### src/rtl/fetch_prefetch_buffer_if.sv
// Signal bundle between the fetch front end, instruction memory and decode:
// redirect input, memory request/response channel and instruction delivery.
interface fetch_prefetch_buffer_if;
   logic        redirect_valid;
   logic [31:0] redirect_pc;
   logic        imem_req_valid;
   logic [31:0] imem_req_addr;
   logic        imem_req_ready;
   logic        imem_rsp_valid;
   logic [31:0] imem_rsp_data;
   logic        inst_valid;
   logic [31:0] inst_data;
   logic [31:0] inst_pc;
   logic        inst_ready;

   modport master (
      input  redirect_valid, redirect_pc, imem_req_ready, imem_rsp_valid, imem_rsp_data, inst_ready,
      output imem_req_valid, imem_req_addr, inst_valid, inst_data, inst_pc
   );

   modport slave (
      output redirect_valid, redirect_pc, imem_req_ready, imem_rsp_valid, imem_rsp_data, inst_ready,
      input  imem_req_valid, imem_req_addr, inst_valid, inst_data, inst_pc
   );
endinterface

### src/rtl/fetch_prefetch_buffer.sv
// Sequential instruction prefetcher: issues word reads under a credit limit, buffers the
// in-order responses with their PCs and delivers them to decode; a redirect flushes and restarts.
module fetch_prefetch_buffer #(
   parameter int          DEPTH    = 4,
   parameter logic [31:0] RESET_PC = 32'h0
) (
   input  logic                    clk,
   input  logic                    reset,
   fetch_prefetch_buffer_if.master bus
);
   localparam int PW = $clog2(DEPTH);
   localparam int CW = PW + 1;
   localparam int SW = CW + 1;
   localparam logic [SW-1:0] DEPTH_SUM = SW'(DEPTH);

   logic [31:0]   fetch_pc_reg;
   logic [31:0]   rsp_pc_reg;
   logic [CW-1:0] count_reg;
   logic [CW-1:0] outstanding_reg;
   logic [CW-1:0] discard_reg;
   logic [PW-1:0] wr_ptr_reg;
   logic [PW-1:0] rd_ptr_reg;
   logic [31:0]   data_mem [DEPTH];
   logic [31:0]   pc_mem   [DEPTH];

   logic [SW-1:0] credit_used;
   logic          req_valid;
   logic          req_fire;
   logic          rsp_accept;
   logic          push;
   logic          pop;
   logic          head_valid;
   logic          redirect_pc_unused;

   // Every in-flight request owns a FIFO slot, so the buffer can never overflow.
   assign credit_used = {1'b0, count_reg} + {1'b0, outstanding_reg};
   assign req_valid   = !reset && !bus.redirect_valid && (credit_used < DEPTH_SUM);
   assign req_fire    = req_valid && bus.imem_req_ready;
   assign rsp_accept  = bus.imem_rsp_valid && (outstanding_reg != '0);
   assign push        = !reset && rsp_accept && (discard_reg == '0) && !bus.redirect_valid;
   assign head_valid  = !reset && (count_reg != '0);
   assign pop         = head_valid && bus.inst_ready;

   assign bus.imem_req_valid = req_valid;
   assign bus.imem_req_addr  = reset ? 32'h0 : fetch_pc_reg;
   assign bus.inst_valid     = head_valid;
   assign bus.inst_data      = reset ? 32'h0 : data_mem[rd_ptr_reg];
   assign bus.inst_pc        = reset ? 32'h0 : pc_mem[rd_ptr_reg];

   assign redirect_pc_unused = ^bus.redirect_pc[1:0];

   always_ff @(posedge clk) begin
      if (reset) begin
         fetch_pc_reg    <= RESET_PC;
         rsp_pc_reg      <= RESET_PC;
         count_reg       <= '0;
         outstanding_reg <= '0;
         discard_reg     <= '0;
         wr_ptr_reg      <= '0;
         rd_ptr_reg      <= '0;
      end else begin
         outstanding_reg <= outstanding_reg + CW'(req_fire) - CW'(rsp_accept);
         if (bus.redirect_valid) begin
            fetch_pc_reg <= {bus.redirect_pc[31:2], 2'b00};
            rsp_pc_reg   <= {bus.redirect_pc[31:2], 2'b00};
            count_reg    <= '0;
            wr_ptr_reg   <= '0;
            rd_ptr_reg   <= '0;
            // All requests still in flight belong to the abandoned path, including those
            // already marked stale by an earlier redirect, so the total never exceeds outstanding.
            discard_reg  <= outstanding_reg - CW'(rsp_accept);
         end else begin
            if (req_fire) begin
               fetch_pc_reg <= fetch_pc_reg + 32'd4;
            end
            if (push) begin
               rsp_pc_reg <= rsp_pc_reg + 32'd4;
               wr_ptr_reg <= wr_ptr_reg + PW'(1);
            end
            if (pop) begin
               rd_ptr_reg <= rd_ptr_reg + PW'(1);
            end
            count_reg <= count_reg + CW'(push) - CW'(pop);
            if (rsp_accept && (discard_reg != '0)) begin
               discard_reg <= discard_reg - CW'(1);
            end
         end
      end
   end

   always_ff @(posedge clk) begin
      if (push) begin
         data_mem[wr_ptr_reg] <= bus.imem_rsp_data;
         pc_mem[wr_ptr_reg]   <= rsp_pc_reg;
      end
   end

   // A response with nothing outstanding is a memory-side protocol violation; it is ignored.
   assert property (@(posedge clk) disable iff (reset) bus.imem_rsp_valid |-> (outstanding_reg != '0));

endmodule

### src/flat_wrapper.sv
// flat-port wrapper written by rule: the top's interface ports become plain ports
module fetch_prefetch_buffer_flat 
#(
   parameter int          DEPTH    = 4,
   parameter logic [31:0] RESET_PC = 32'h0
)
  (clk, reset, bus_redirect_valid, bus_redirect_pc, bus_imem_req_ready, bus_imem_rsp_valid, bus_imem_rsp_data, bus_inst_ready, bus_imem_req_valid, bus_imem_req_addr, bus_inst_valid, bus_inst_data, bus_inst_pc);
  fetch_prefetch_buffer_if bus_i ();
  input  logic clk;
  input  logic reset;
  input wire logic [$bits(bus_i.redirect_valid)-1:0] bus_redirect_valid;
  input wire logic [$bits(bus_i.redirect_pc)-1:0] bus_redirect_pc;
  input wire logic [$bits(bus_i.imem_req_ready)-1:0] bus_imem_req_ready;
  input wire logic [$bits(bus_i.imem_rsp_valid)-1:0] bus_imem_rsp_valid;
  input wire logic [$bits(bus_i.imem_rsp_data)-1:0] bus_imem_rsp_data;
  input wire logic [$bits(bus_i.inst_ready)-1:0] bus_inst_ready;
  output wire logic [$bits(bus_i.imem_req_valid)-1:0] bus_imem_req_valid;
  output wire logic [$bits(bus_i.imem_req_addr)-1:0] bus_imem_req_addr;
  output wire logic [$bits(bus_i.inst_valid)-1:0] bus_inst_valid;
  output wire logic [$bits(bus_i.inst_data)-1:0] bus_inst_data;
  output wire logic [$bits(bus_i.inst_pc)-1:0] bus_inst_pc;
  assign bus_i.redirect_valid = bus_redirect_valid;
  assign bus_i.redirect_pc = bus_redirect_pc;
  assign bus_i.imem_req_ready = bus_imem_req_ready;
  assign bus_i.imem_rsp_valid = bus_imem_rsp_valid;
  assign bus_i.imem_rsp_data = bus_imem_rsp_data;
  assign bus_i.inst_ready = bus_inst_ready;
  assign bus_imem_req_valid = bus_i.imem_req_valid;
  assign bus_imem_req_addr = bus_i.imem_req_addr;
  assign bus_inst_valid = bus_i.inst_valid;
  assign bus_inst_data = bus_i.inst_data;
  assign bus_inst_pc = bus_i.inst_pc;
  fetch_prefetch_buffer #(.DEPTH(DEPTH), .RESET_PC(RESET_PC)) u_core (.clk(clk), .reset(reset), .bus(bus_i));
endmodule
### config.mk
export PLATFORM = sky130hd
export DESIGN_NAME = fetch_prefetch_buffer_flat
export DESIGN_NICKNAME = d
export VERILOG_FILES = /design/src/rtl/fetch_prefetch_buffer_if.sv /design/src/rtl/fetch_prefetch_buffer.sv /design/src/flat_wrapper.sv
export SDC_FILE = /design/constraint.sdc
export NUM_CORES = 1
export LEC_CHECK = 0
export ABC_AREA = 0
export CAP_MARGIN = 15
export CORE_MARGIN = 4
export CORE_UTILIZATION = 35
export DETAILED_ROUTE_END_ITERATION = 6
export GPL_TIMING_DRIVEN = 0
export SYNTH_ARGS = -nofsm -noshare
export SYNTH_HDL_FRONTEND = slang
export SYNTH_SLANG_ARGS = --single-unit
### constraint.sdc
create_clock -name clk -period 10.04 [get_ports clk]
set_input_delay 2.51 -clock clk [delete_from_list [all_inputs] [get_ports clk]]
set_output_delay 2.51 -clock clk [all_outputs]
set_load 0.005 [all_outputs]
== Word-level counts from Yosys, hierarchy flattened ==
Memory sizes are Yosys's and may differ from the RTL's. A register that Yosys moved wholly into a read port is not among the register bits.
Cells that the tools add are included.
Cells by class
  add/subtract/negate cells: 11
  order comparisons: 1
  multiplexer cells: 15
  reductions and logical operators: 20
Operators by type and width (number)
  $mux 32: 7
  $add 32x3->32 const B: 2
  $logic_and 1x1->1: 10
  $reduce_bool 3->1: 3
  $sub 3x1->3: 3
  $mux 2: 4
  $add 3x1->3: 2
  $mux 3: 2
  $reduce_bool 2->1: 3
  $add 2x1->2 const B: 2
  $add 3x3->4: 1
  $lt 4x3->1 const B: 1
  $logic_not 3->1: 1
  $sub 3x1->3 const B: 1
  $logic_not 1->1: 2
  $mux 1: 2
  $reduce_or 2->1: 1
Word-level totals
  register bits: 77
  RAM bits: 256
  output and inout bits: 98
  logic and storage cells: 58
  memories: 2
Memories
  u_core.data_mem: depth 4, bits a word 32, rd ports 1, clocked after memory_dff 1, write ports 1, line fetch_prefetch_buffer.sv:23  | logic [31:0] data_mem [DEPTH];
  u_core.pc_mem: depth 4, bits a word 32, rd ports 1, clocked after memory_dff 1, write ports 1, line fetch_prefetch_buffer.sv:24  | logic [31:0] pc_mem [DEPTH];

== Depth between registers and ports, before layout ==
  depth after elaboration: 7
  mapped depth: 9

== Worst setup path before layout ==
Ideal clock, no wire load.
  path type: input port to output port
  start: input port reset
  end: output port bus_inst_valid
  data arrival time: 3423 ps
  required time: 7530 ps
  slack: 4107 ps
  stages: 4
  cells stage by stage: clkbuf_1 -> clkbuf_1 -> clkbuf_1 -> nor2_1
On the way
  longest elaborated chain between the ends: 2
RTL lines
  from (decl): line flat_wrapper.sv:10  | input logic reset;
  $logic_not 1->1: line fetch_prefetch_buffer.sv:41  | assign head_valid = !reset && (count_reg != '0);
  $logic_and 1x1->1: line fetch_prefetch_buffer.sv:41
  to (decl): line flat_wrapper.sv:19  | output wire logic [$bits(bus_i.inst_valid)-1:0] bus_inst_valid;
Every way passes these cells.

== Worst setup path after layout ==
  start: input port reset
  end: output port bus_imem_req_addr[28]
On the way
  longest elaborated chain between the ends: 1
RTL lines
  $mux 32: line fetch_prefetch_buffer.sv:45  | assign bus.imem_req_addr = reset ? 32'h0 : fetch_pc_reg;
  to (decl): line flat_wrapper.sv:18  | output wire logic [$bits(bus_i.imem_req_addr)-1:0] bus_imem_req_addr;
Every way passes these cells.

==> impl_table.tex <==
\begin{tabular}{lr}
\hline
Metric & Value \\
\hline
\multicolumn{2}{l}{\textbf{Logic synthesis}} \\
\quad Syn Std Cell Area & about 14000 sq um \\
\quad Number of unique standard cell types used by synthesis & 62 \\
\quad Avg Cell Area, Syn & approximately 15 sq um \\
\quad Fraction of registers with async set/reset & 0 \\
\quad Dominant register cell in the synthesized netlist & sky130\_fd\_sc\_hd\_\_edfxtp\_1 \\
\quad Fraction of the yosys area taken by sequential cells & 0.645 \\
\quad Cells after synthesis & 950 \\
\quad Post-synthesis register bit count & around 320 \\
\quad Count of flip-flops with a built-in enable after synthesis & about 250 \\
\quad Yosys warning total & 0 \\
\multicolumn{2}{l}{\textbf{Worst setup path}} \\
\quad Standard cell with the maximum stage delay on the critical path & sky130\_fd\_sc\_hd\_\_clkbuf\_1 \\
\quad CP cell instances & clkdlybuf4s50\_1 > clkbuf\_1 > clkbuf\_1 > clkbuf\_1 > nor2\_1 > clkdlybuf4s50\_1 \\
\quad Startpoint-to-endpoint class of the critical path & primary input to output port \\
\quad Largest incremental delay on the critical path & approximately 0.85 ns \\
\quad Startpoint kind of the worst setup timing path & primary input \\
\quad Kind of end point of the critical path & output port \\
\quad Worst endpoint data arrival time & just under 6 ns \\
\quad CP Max Fanout & 10 \\
\quad Required time of the worst setup path & approximately 7.5 ns \\
\quad Dominant cell type by count on the critical path & sky130\_fd\_sc\_hd\_\_clkbuf\_1 \\
\multicolumn{2}{l}{\textbf{Global routing}} \\
\quad Highest-utilization routing layer at the global route stage & met2 \\
\quad Met2 demand-to-capacity share in global routing & 0.252 \\
\quad Global-route wire length before repair & 53100 microns \\
\quad Remaining global-route overflow & 0 \\
\quad Met3 track demand over resource & 0.0280 \\
\quad Via count of the first global-routing pass & around 8900 \\
\quad Antenna violations before repair & 0 \\
\quad Overall global routing resource usage & 0.156 \\
\quad Met1 Resource Use GR & 0.221 \\
\quad Maximum number of pins on one net before global-route repair & 57 \\
\multicolumn{2}{l}{\textbf{Placement}} \\
\quad Worst setup slack before clock tree synthesis & between 1 and 1.5 ns \\
\quad Count of input and output buffers & 160 \\
\quad HPWL reported at the end of detailed placement & between 20000 and 25000 microns \\
\quad Placer's final routability congestion estimate & around 0.91 \\
\multicolumn{2}{l}{\textbf{Die}} \\
\quad Die Wd & a little over 200 microns \\
\quad Number of placement rows & 72 \\
\quad Top-level port count & around 170 \\
\quad Total die area & 42900 sq um \\
\quad Height of the chip & between 200 and 250 microns \\
\quad Area of the core & 38900 sq um \\
\quad Initial core utilization & 0.357 \\
\multicolumn{2}{l}{\textbf{Detailed routing}} \\
\quad Via count & approximately 8700 \\
\quad Final ANT Viol Nets & 0 \\
\quad Average vias per placed instance & around 5 \\
\quad DRC violation total after the first TritonRoute iteration & between 700 and 800 \\
\quad Total DRC errors in the routed layout & 0 \\
\quad Wire length after detailed routing & roughly 34000 microns \\
\quad TritonRoute pass-1 iters & 5 \\
\quad Routed wirelength normalized by instance count & about 20 microns \\
\multicolumn{2}{l}{\textbf{Power and ir drop}} \\
\quad Worst IR drop on VDD & 0.0000934 V \\
\quad Leakage Power & around 5.7 nW \\
\quad Total power divided by cell area & 178 nW/um\^{}2 \\
\multicolumn{2}{l}{\textbf{Clock network}} \\
\quad Count of hold-fix buffers inserted at cts & 0 \\
\quad TritonCTS buffer count & 36 \\
\quad Clock Sink Count & 323 \\
\quad TritonCTS clock tree & built \\
\quad Post-cts repair resize count & 0 \\
\quad Clock transition at the registers of the reported paths & 0.06 ns \\
\quad H-Tree Depth & 2 \\
\quad Clk Tree Root Cell & sky130\_fd\_sc\_hd\_\_clkbuf\_16 \\
\quad Maximum count of clock buffers along a single path & 3 \\
\quad Post-CTS setup-driven buffer insertion count & 0 \\
\quad Clock latency on the worst-skew pair & roughly 0.51 ns \\
\multicolumn{2}{l}{\textbf{STA}} \\
\quad Total setup violations reported at the end of the flow & 0 \\
\quad Final WS setup & approximately 1.6 ns \\
\quad Worst slew pin tran & $\sim$1.1 ns \\
\quad Number of hold violations in the final report & 0 \\
\quad Portion of the clock cycle consumed by the worst path in the final layout & 0.839 \\
\quad Setup repair after global routing missed its margin & no \\
\quad Clock skew after layout & 0.0193 ns \\
\quad Slew headroom & 0.272 \\
\quad Max-slew violation count & 0 \\
\quad TNS Setup & 0 ns \\
\quad Time the worst path needs with I/O delays and setup & approximately 8.4 ns \\
\quad Maximum clock rate & about 120 MHz \\
\multicolumn{2}{l}{\textbf{Outcome}} \\
\quad Run status & finished, final reports clean \\
\multicolumn{2}{l}{\textbf{Layout}} \\
\quad Layout overhead on the synthesized area & 25.4\% \\
\quad Number of flip-flops under the largest register name & 128 \\
\quad Proportion of layout cells with a drive suffix above 1 & 0.135 \\
\quad Highest-count cells in the layout ignoring fill and taps & 248 x sky130\_fd\_sc\_hd\_\_edfxtp\_1, 160 x sky130\_fd\_sc\_hd\_\_clkdlybuf4s50\_1, 92 x sky130\_fd\_sc\_hd\_\_nor2b\_1 \\
\quad Commonest non-fill, non-tap cell in the layout & sky130\_fd\_sc\_hd\_\_edfxtp\_1 \\
\quad Number of nets in the final layout & roughly 1200 \\
\quad Largest registers & u\_core.data\_mem x128, u\_core.pc\_mem x120 \\
\quad Largest register by flop count & u\_core.data\_mem \\
\quad Number of diodes added for antenna fixing & 0 \\
\quad Fill cells & between 3000 and 4000 \\
\multicolumn{2}{l}{\textbf{Min path}} \\
\quad Hold Crit Class & flop to flop \\
\multicolumn{2}{l}{\textbf{Job}} \\
\quad Max Cap Viol & 0 \\
\hline
\end{tabular}
## synthesized netlist by cell type (3+ instances only)
cell,count,share of area
sky130_fd_sc_hd__edfxtp_1,248,0.54
sky130_fd_sc_hd__a31oi_1,17,0.0077
sky130_fd_sc_hd__buf_4,5,0.0027
sky130_fd_sc_hd__o31a_1,4,0.0025
sky130_fd_sc_hd__a22oi_1,3,0.0016
sky130_fd_sc_hd__or3_1,8,0.0036
sky130_fd_sc_hd__nand2_1,46,0.012
sky130_fd_sc_hd__a21o_1,3,0.0016
sky130_fd_sc_hd__and2_1,10,0.0045
sky130_fd_sc_hd__o21ai_0,17,0.0061
sky130_fd_sc_hd__nand3_1,18,0.0065
sky130_fd_sc_hd__xor2_1,30,0.019
sky130_fd_sc_hd__a41oi_1,3,0.0019
sky130_fd_sc_hd__nand4_1,22,0.0099
sky130_fd_sc_hd__dfxtp_1,75,0.11
sky130_fd_sc_hd__nor2b_1,92,0.041
sky130_fd_sc_hd__nor2_1,55,0.015
sky130_fd_sc_hd__nor4_1,5,0.0023
sky130_fd_sc_hd__mux4_2,62,0.10
sky130_fd_sc_hd__ha_1,16,0.014
sky130_fd_sc_hd__a21oi_1,25,0.0090
sky130_fd_sc_hd__buf_2,13,0.0047
sky130_fd_sc_hd__and4_1,7,0.0044
sky130_fd_sc_hd__and3_1,13,0.0059
sky130_fd_sc_hd__nor3_1,5,0.0018
sky130_fd_sc_hd__clkbuf_1,40,0.011
sky130_fd_sc_hd__nor3b_1,3,0.0016
sky130_fd_sc_hd__inv_1,20,0.0054
sky130_fd_sc_hd__xnor2_1,12,0.0076
sky130_fd_sc_hd__a211oi_1,25,0.014
sky130_fd_sc_hd__nand4b_1,3,0.0019
## routing by layer
| metal | part of all wire | up-vias |
|---|---|---|
| li1 | - | 4034 |
| met1 | 0.46 | 4316 |
| met2 | 0.46 | 342 |
| met3 | 0.062 | 45 |
| met4 | 0.016 | 0 |
| met5 | 0 | - |
## critical path: cells and delay by family
| kind | cells | cell delay [ns] |
|---|---|---|
| simple gates | 1 | 0.15 |
| buf+inv | 5 | 3.22 |
## cell families after synthesis
group	after synthesis	share of synthesized area
adders and majority gates	18	0.0173
xor gates and xnor gates	42	0.0265
DFF	323	0.645
muxes	65	0.103
other	1	0.000270
and+or+nand+nor	306	0.129
AOI/OAI and AO/OA	115	0.0556
buffers and inverters	80	0.0242
## path summary, 6_finish.rpt
path | from | endpoint | slack (ns) | cells past startpoint
worst max-delay path | reset | bus_imem_req_addr[28] | 1.62 | 6
worst min-delay path | u_core.rsp_pc_reg[31] | u_core.pc_mem[2][31] | 0.52 | 0
worst max register to register | u_core.count_reg[1] | u_core.outstanding_reg[1] | 7.23 | 8
worst min register to register | u_core.rsp_pc_reg[31] | u_core.pc_mem[2][31] | 0.52 | 0
## power breakdown
group          internal [mW]  switching, mW  leakage [nW]
logic                  0.142          0.141          2.26
clock network          0.765          0.515         0.568
registers               1.49         0.0430          2.87
total                   2.39          0.699          5.70
## layout make-up
| cell class | count | area [sq um] | area share |
|---|---|---|---|
| flip-flops and latches | 323 | 8950 | 0.514 |
| clock buffers | 44 | 965 | 0.0554 |
| multi-input cells | 550 | 4620 | 0.265 |
| inverters | 21 | 78.8 | 0.00453 |
| plain buffers | 59 | 256 | 0.0147 |
| clock inverters | 21 | 193 | 0.0111 |
| well taps | 518 | 648 | 0.0372 |
| repair buffers | 164 | 1700 | 0.0979 |
## metrics by stage
stage	cells	total power [mW]	hold WS [ns]	instance area, sq um	util
2_1_floorplan	953	1.70	0.480	13900	-
3_3_place_gp	1631	1.84	0.510	16100	0.415
3_5_place_dp	1635	1.84	0.513	16300	0.418
4_1_cts	1700	3.13	0.525	17400	0.447
5_1_grt	1700	3.22	0.553	17400	0.447
6_report	1700	3.09	0.524	17400	0.447
(Power assumes the default switching activity.)
